**src/rtl/fp32_to_fp16_cvt.sv**
```systemverilog
// FP32 -> FP16 (binary16) narrowing converter with round-to-nearest-even.
// Three register ranks: input capture, unpack/classify, round/pack.
// A sample captured at edge k leaves the output register after edge k+2.
// Per-result flags are {invalid, overflow, underflow, inexact}.
// Sticky flags OR-accumulate these flags and can be cleared by software.
module fp32_to_fp16_cvt (
    input  logic        aclk,
    input  logic        areset,
    input  logic        s_axis_a_tvalid,
    input  logic [31:0] s_axis_a_tdata,
    input  logic        flags_clear,
    output logic        m_axis_result_tvalid,
    output logic [15:0] m_axis_result_tdata,
    output logic [3:0]  m_axis_result_tuser,
    output logic [3:0]  sticky_flags
);

    typedef enum logic [2:0] {
        CLS_NAN,
        CLS_INF,
        CLS_ZERO,
        CLS_OVF,
        CLS_NORM,
        CLS_SUB
    } cls_t;

    // Input capture rank
    logic        in_valid;
    logic [31:0] in_data;

    // Unpack (stage 1) combinational results
    logic              sign_c;
    logic [7:0]        exp_in;
    logic [22:0]       man_in;
    logic signed [9:0] e_c;
    logic [23:0]       sig;
    logic [3:0]        sub_shm1;
    logic [35:0]       sub_wide;
    cls_t              cls_c;
    logic [4:0]        exp5_c;
    logic [9:0]        mant_c;
    logic              guard_c;
    logic              sticky_c;
    logic              snan_c;

    // Stage 1 registers
    logic        s1_valid;
    logic        s1_sign;
    cls_t        s1_cls;
    logic [4:0]  s1_exp;
    logic [9:0]  s1_mant;
    logic        s1_guard;
    logic        s1_sticky;
    logic        s1_snan;

    // Round/pack (stage 2) combinational results
    logic        round_up;
    logic        inexact;
    logic [14:0] rounded;
    logic [15:0] res_data;
    logic [3:0]  res_flags;

    // Register the incoming sample; data only moves on a valid beat.
    always_ff @(posedge aclk or posedge areset) begin
        // NOTE: clocked state uses non-blocking assignments so every register
        // samples the pre-edge value of its sources, independent of block order.
        if (areset) begin
            in_valid <= 1'b0;
            in_data  <= '0;
        end else begin
            in_valid <= s_axis_a_tvalid;
            if (s_axis_a_tvalid) begin
                in_data <= s_axis_a_tdata;
            end
        end
    end

    // Unpack: classify the operand and form mantissa, guard and sticky.
    always_comb begin
        // NOTE: every output of this block gets a default before any branch,
        // so no path leaves a value unassigned and no latch is inferred.
        sign_c   = in_data[31];
        exp_in   = in_data[30:23];
        man_in   = in_data[22:0];
        e_c      = $signed({2'b00, exp_in}) - 10'sd112;
        sig      = {1'b1, man_in};

        // Subnormal alignment: shift by (1-e). Beyond 12 every significand
        // bit lands in sticky, so the amount is clamped there. The field is
        // pre-shifted by one place, hence the (shift-1) encoding.
        if (e_c <= -10'sd11) begin
            sub_shm1 = 4'd11;
        end else begin
            sub_shm1 = 4'(-e_c);
        end
        sub_wide = {sig, 12'b0} >> sub_shm1;

        cls_c    = CLS_NORM;
        exp5_c   = e_c[4:0];
        mant_c   = man_in[22:13];
        guard_c  = man_in[12];
        sticky_c = |man_in[11:0];
        snan_c   = 1'b0;

        if (exp_in == 8'hFF) begin
            exp5_c   = 5'h1F;
            mant_c   = {1'b1, man_in[21:13]};
            guard_c  = 1'b0;
            sticky_c = 1'b0;
            if (man_in != 23'd0) begin
                cls_c  = CLS_NAN;
                snan_c = ~man_in[22];
            end else begin
                cls_c  = CLS_INF;
            end
        end else if (exp_in == 8'h00) begin
            // Zero and FP32 subnormals flush to signed zero; sticky marks
            // a nonzero operand so stage 2 can raise underflow/inexact.
            cls_c    = CLS_ZERO;
            exp5_c   = 5'd0;
            mant_c   = 10'd0;
            guard_c  = 1'b0;
            sticky_c = |man_in;
        end else if (e_c >= 10'sd31) begin
            cls_c    = CLS_OVF;
            exp5_c   = 5'h1F;
            mant_c   = 10'd0;
            guard_c  = 1'b0;
            sticky_c = 1'b0;
        end else if (e_c <= 10'sd0) begin
            cls_c    = CLS_SUB;
            exp5_c   = 5'd0;
            mant_c   = sub_wide[35:26];
            guard_c  = sub_wide[25];
            sticky_c = |sub_wide[24:0];
        end
    end

    // Stage 1 register: classified operand and rounding inputs.
    always_ff @(posedge aclk or posedge areset) begin
        if (areset) begin
            s1_valid  <= 1'b0;
            s1_sign   <= 1'b0;
            s1_cls    <= CLS_ZERO;
            s1_exp    <= '0;
            s1_mant   <= '0;
            s1_guard  <= 1'b0;
            s1_sticky <= 1'b0;
            s1_snan   <= 1'b0;
        end else begin
            s1_valid <= in_valid;
            if (in_valid) begin
                s1_sign   <= sign_c;
                s1_cls    <= cls_c;
                s1_exp    <= exp5_c;
                s1_mant   <= mant_c;
                s1_guard  <= guard_c;
                s1_sticky <= sticky_c;
                s1_snan   <= snan_c;
            end
        end
    end

    // Round/pack: RNE increment on {exp, mant}, so a mantissa carry bumps
    // the exponent (subnormal 0x3FF rounds up to min normal 0x400).
    always_comb begin
        round_up  = s1_guard & (s1_sticky | s1_mant[0]);
        inexact   = s1_guard | s1_sticky;
        rounded   = {s1_exp, s1_mant} + {14'd0, round_up};
        res_data  = {s1_sign, rounded};
        res_flags = 4'b0000;

        case (s1_cls)
            CLS_NAN: begin
                res_data  = {s1_sign, 5'h1F, s1_mant};
                res_flags = {s1_snan, 3'b000};
            end
            CLS_INF: begin
                res_data  = {s1_sign, 15'h7C00};
                res_flags = 4'b0000;
            end
            CLS_ZERO: begin
                res_data  = {s1_sign, 15'h0000};
                res_flags = {2'b00, s1_sticky, s1_sticky};
            end
            CLS_OVF: begin
                res_data  = {s1_sign, 15'h7C00};
                res_flags = 4'b0101;
            end
            CLS_NORM: begin
                // Rounding from 0x7BFF lands exactly on the infinity code.
                res_data  = {s1_sign, rounded};
                res_flags = {1'b0, (rounded[14:10] == 5'h1F), 1'b0, inexact};
            end
            CLS_SUB: begin
                res_data  = {s1_sign, rounded};
                res_flags = {2'b00, inexact, inexact};
            end
            default: begin
                res_data  = {s1_sign, rounded};
                res_flags = 4'b0000;
            end
        endcase
    end

    // Output register: data/flags hold while no result is valid.
    always_ff @(posedge aclk or posedge areset) begin
        if (areset) begin
            m_axis_result_tvalid <= 1'b0;
            m_axis_result_tdata  <= '0;
            m_axis_result_tuser  <= '0;
        end else begin
            m_axis_result_tvalid <= s1_valid;
            if (s1_valid) begin
                m_axis_result_tdata <= res_data;
                m_axis_result_tuser <= res_flags;
            end
        end
    end

    // Sticky flags: clear first, then OR in the emerging result (set wins).
    always_ff @(posedge aclk or posedge areset) begin
        if (areset) begin
            sticky_flags <= '0;
        end else begin
            sticky_flags <= (flags_clear ? 4'b0000 : sticky_flags)
                          | (s1_valid ? res_flags : 4'b0000);
        end
    end

endmodule
```
**config.mk**
```make
export PLATFORM = sky130hd
export DESIGN_NAME = fp32_to_fp16_cvt
export DESIGN_NICKNAME = d
export VERILOG_FILES = /design/src/rtl/fp32_to_fp16_cvt.sv
export SDC_FILE = /design/constraint.sdc
export NUM_CORES = 1
export LEC_CHECK = 0
export ABC_AREA = 1
export BUFFER_PORTS_ARGS = -buffer_cell sky130_fd_sc_hd__buf_2
export CAP_MARGIN = 20
export CORE_MARGIN = 4
export CORE_UTILIZATION = 45
export CTS_CLUSTER_DIAMETER = 120
export DETAILED_ROUTE_END_ITERATION = 10
export PLACE_DENSITY = 0.75
export SLEW_MARGIN = 20
export SYNTH_ARGS = -nofsm -noshare
export SYNTH_HDL_FRONTEND = slang
export SYNTH_SLANG_ARGS = --single-unit
```
**constraint.sdc**
```tcl
create_clock -name aclk -period 3.85 [get_ports aclk]
set_input_delay 0.5775 -clock aclk [delete_from_list [all_inputs] [get_ports aclk]]
set_output_delay 0.5775 -clock aclk [all_outputs]
set_load 0.1 [all_outputs]
```
==> summary.txt <==
Logic synthesis
  – Yosys reg bits: 81
  – Synth warn: 0
  – Async SR Flop Fraction: 100%
  – Cells after Synth: just under 700
  – Avg Inst Size Synth: 7.08 um2
  – Post-synth EDFFs: 0
  – Post-synth cell types: 38
  – Synth Flop Type: dfrtp_1
  – Seq/Total Area, Yosys: about two fifths
  – Mapped Nets: roughly 740
  – Post-synthesis cell area: 4880 um2

Clock network
  – Clk buf depth: 2
  – Num CTS Buffers: 9
  – Post-CTS Resized: 0
  – Worst skew pair latency: 360 ps
  – Root Buffer: clkbuf_8
  – CTS HTree Levels: 3
  – CTS tree: done
  – # hold bufs at CTS: 0
  – Clock Pin Slew Worst Setup and Hold Paths: 90 ps
  – Clk sinks: 81
  – Postcts setup bufs: 0

GRT
  – GR Layer Usage met3: 3.56%
  – Gr usage total: 19.7%
  – Maximum number of pins on one net before global-route repair: 66
  – Grt ovf: 0
  – GR Util met1: 24.8%
  – GRT Max-Usage Layer: met2
  – Initial antenna violation count: 0
  – Met2 GRT Util: 33.8%
  – Global-route wire length before repair: ~21000 um
  – Vias in the first global route: 4454

Placement
  – Post-detail-place hpwl: ~8900 um
  – Port bufs: 60
  – Gpl congestion: 0.896

Cells and area
  – Fill cells: 1065
  – Most frequent cells in the layout: 193 x nand2_1, 98 x nand3_1, 80 x dfrtp_1, 76 x inv_1, 61 x o21ai_0
  – Nets: 780
  – Most common cell after layout, fill and taps aside: nand2_1
  – Share of cells above drive strength 1: 11.8%
  – Synthesis-to-layout area growth: 11.3%
  – # diodes: 0

STA
  – Worst Skew: 13.0 ps
  – Slew headroom: between 40% and 50%
  – Setup_tns: 0 ps
  – Fin. max-slew vios: 0
  – Tcrit/Tclk final: 85.2%
  – Final Hold Viols: 0
  – Hold WS: 330 ps
  – RSZ-0062 raised after global routing: false
  – Worst Max-Slew Pin Slew: a little under 900 ps
  – Final critical path time including I/O delays and setup: 3280 ps
  – Setup-failing EPs final: 0
  – F_max: 0.305 GHz

Routing
  – DRT antenna net count: 0
  – Post-Route WL: 12200 um
  – Vias: approximately 4700
  – DR pass1 iterations: 5
  – Vias per cell: 5.38
  – 1st-iter DRT viols: 431
  – Wire per inst: 14.0 um
  – Drt drc: 0

Min path
  – HP Class: input port to asynchronous set/reset pin

Critical path
  – Worst setup EP type: flip-flop
  – Crit path required time: 4150 ps
  – Crit path cell chain: inv_1 > ha_1 > inv_1 > nor2_1 > nand2_1 > nor2_1 > nand2_1 > nand2_2 > nand2_1 > inv_1 > nand3_1 > nand3_1 > nand2_1 > nand2_1 > nor2_1 > nand2_1 > nand2_1 > nand3_1 > nand2_1 > nand2_1 > nand2_1 > nand2_1
  – Critical Path AT: 3580 ps
  – Most used cell, CP: nand2_1
  – Worst r2r src: in_data[27]
  – Worst stage delay on the critical path: about 500 ps
  – Crit Path Class: flip-flop to flip-flop
  – Worst Path Buf+Inv: 3
  – Crit-path leading delay family: simple AND/OR/NAND/NOR gates
  – Worst-path fanout max: 23
  – Worst setup startpoint: in_data[27]
  – Slowest-stage cell, CP: inv_1
  – Critical Path Start Type: flip-flop

Floorplanning
  – I/O pins: 61
  – Die area: 12600 um2
  – Area of the core: around 10000 um2
  – Die width: ~110 um
  – Starting Density: a little under half
  – Core Rows: 37
  – Die Y: 112 um

Job
  – Max cap viols: 0

Run status
  – Status: finished clean

Power and ir drop
  – VDD IR max: roughly 0.36 mV
  – PwrDens: 488 nW/um2
  – Static leakage: roughly 2.8 nW
[metrics by stage]
step | utilization [%] | worst slack [ps] | cell area [um2] | total power (W) | cells
final | 51.9 | 571 | 5430 | 0.00265 | 875
after global routing | 51.9 | 187 | 5430 | 0.00282 | 875
after global placement | 50.1 | 801 | 5240 | 0.00202 | 859
after CTS | 51.9 | 621 | 5430 | 0.00266 | 875
after floorplan | - | 1190 | 4880 | 0.00184 | 689
after detailed placement | 50.1 | 721 | 5240 | 0.00204 | 859
[sequential cells by signal (all words and copies together), names as in the netlist]
register	count
in_data	32
m_axis_result_tdata	16
s1_mant	10
s1_exp	5
m_axis_result_tuser	4
sticky_flags	4
s1_cls	3
in_valid	1
m_axis_result_tvalid	1
s1_guard	1
s1_sign	1
s1_snan	1
s1_sticky	1
s1_valid	1
[cell families (layout without fill, tap and decap cells)]
family	Yosys count	in the layout	synth area share, %
adders and majority gates	10	10	2.57
buffers and inverters	110	160	8.98
DFF	81	81	41.6
and+or+nand+nor	365	365	31.7
AOI/OAI and AO/OA	114	114	13.6
xor gates and xnor gates	9	9	1.62
[per-layer routing]
metal	wire length, um	vias up
li1	-	2365
met1	5380	2153
met2	5900	168
met3	687	24
met4	275	0
met5	0	-
[path summary, 6_finish.rpt]
kind | to | slack, ps | depth (start not counted)
setup / recovery | s1_sticky | 570 | 22
hold / removal | s1_exp[4] | 330 | 2
setup reg to reg | s1_sticky | 570 | 22
hold reg to reg | m_axis_result_tdata[15] | 470 | 2
max in group asynchronous | m_axis_result_tdata[15] | 2730 | 3
min in group aclk | in_data[21] | 410 | 3
[synth_stat cells, drive strengths merged (4+ instances only)]
master,instances,area [um2]
a21oi,14,70.1
a22oi,6,45.0
buf,12,70.1
clkbuf,18,67.6
dfrtp,80,2000
ha,10,125
inv,79,297
nand2,195,737
nand3,98,490
nand4,7,43.8
nor2,51,191
nor3,6,30.0
nor4,5,31.3
o21ai,65,325
o22ai,11,68.8
o31ai,4,30.0
xor2,8,70.1
[final cells by class]
type / instances / area, um2 / area share, %
clock buffer: 11 / 131 / 2.42
clock inverter: 5 / 56.3 / 1.04
inverter: 80 / 303 / 5.58
multi-input combinational: 498 / 2410 / 44.4
sequential: 81 / 2030 / 37.4
tap: 136 / 170 / 3.13
timing repair buffer: 64 / 330 / 6.08
[worst register-to-register path, stage by stage, from the launching register on]
cell	delay, ps
dfrtp_1	470
inv_1	140
ha_1	340
inv_1	50
nor2_1	100
nand2_1	60
nor2_1	80
nand2_1	70
nand2_2	340
nand2_1	130
inv_1	500
nand3_1	200
nand3_1	140
nand2_1	90
nand2_1	60
nor2_1	40
nand2_1	50
nand2_1	50
nand3_1	90
nand2_1	60
nand2_1	50
nand2_1	50
nand2_1	60
[power breakdown]
| part | total [W] | internal [W] | switching, W |
|---|---|---|---|
| Sequential | 0.00103 | 0.000955 | 0.0000794 |
| Clock | 0.000624 | 0.000299 | 0.000324 |
| Combinational | 0.000992 | 0.000236 | 0.000756 |
No activity file was read; power rests on OpenSTA's default activity.
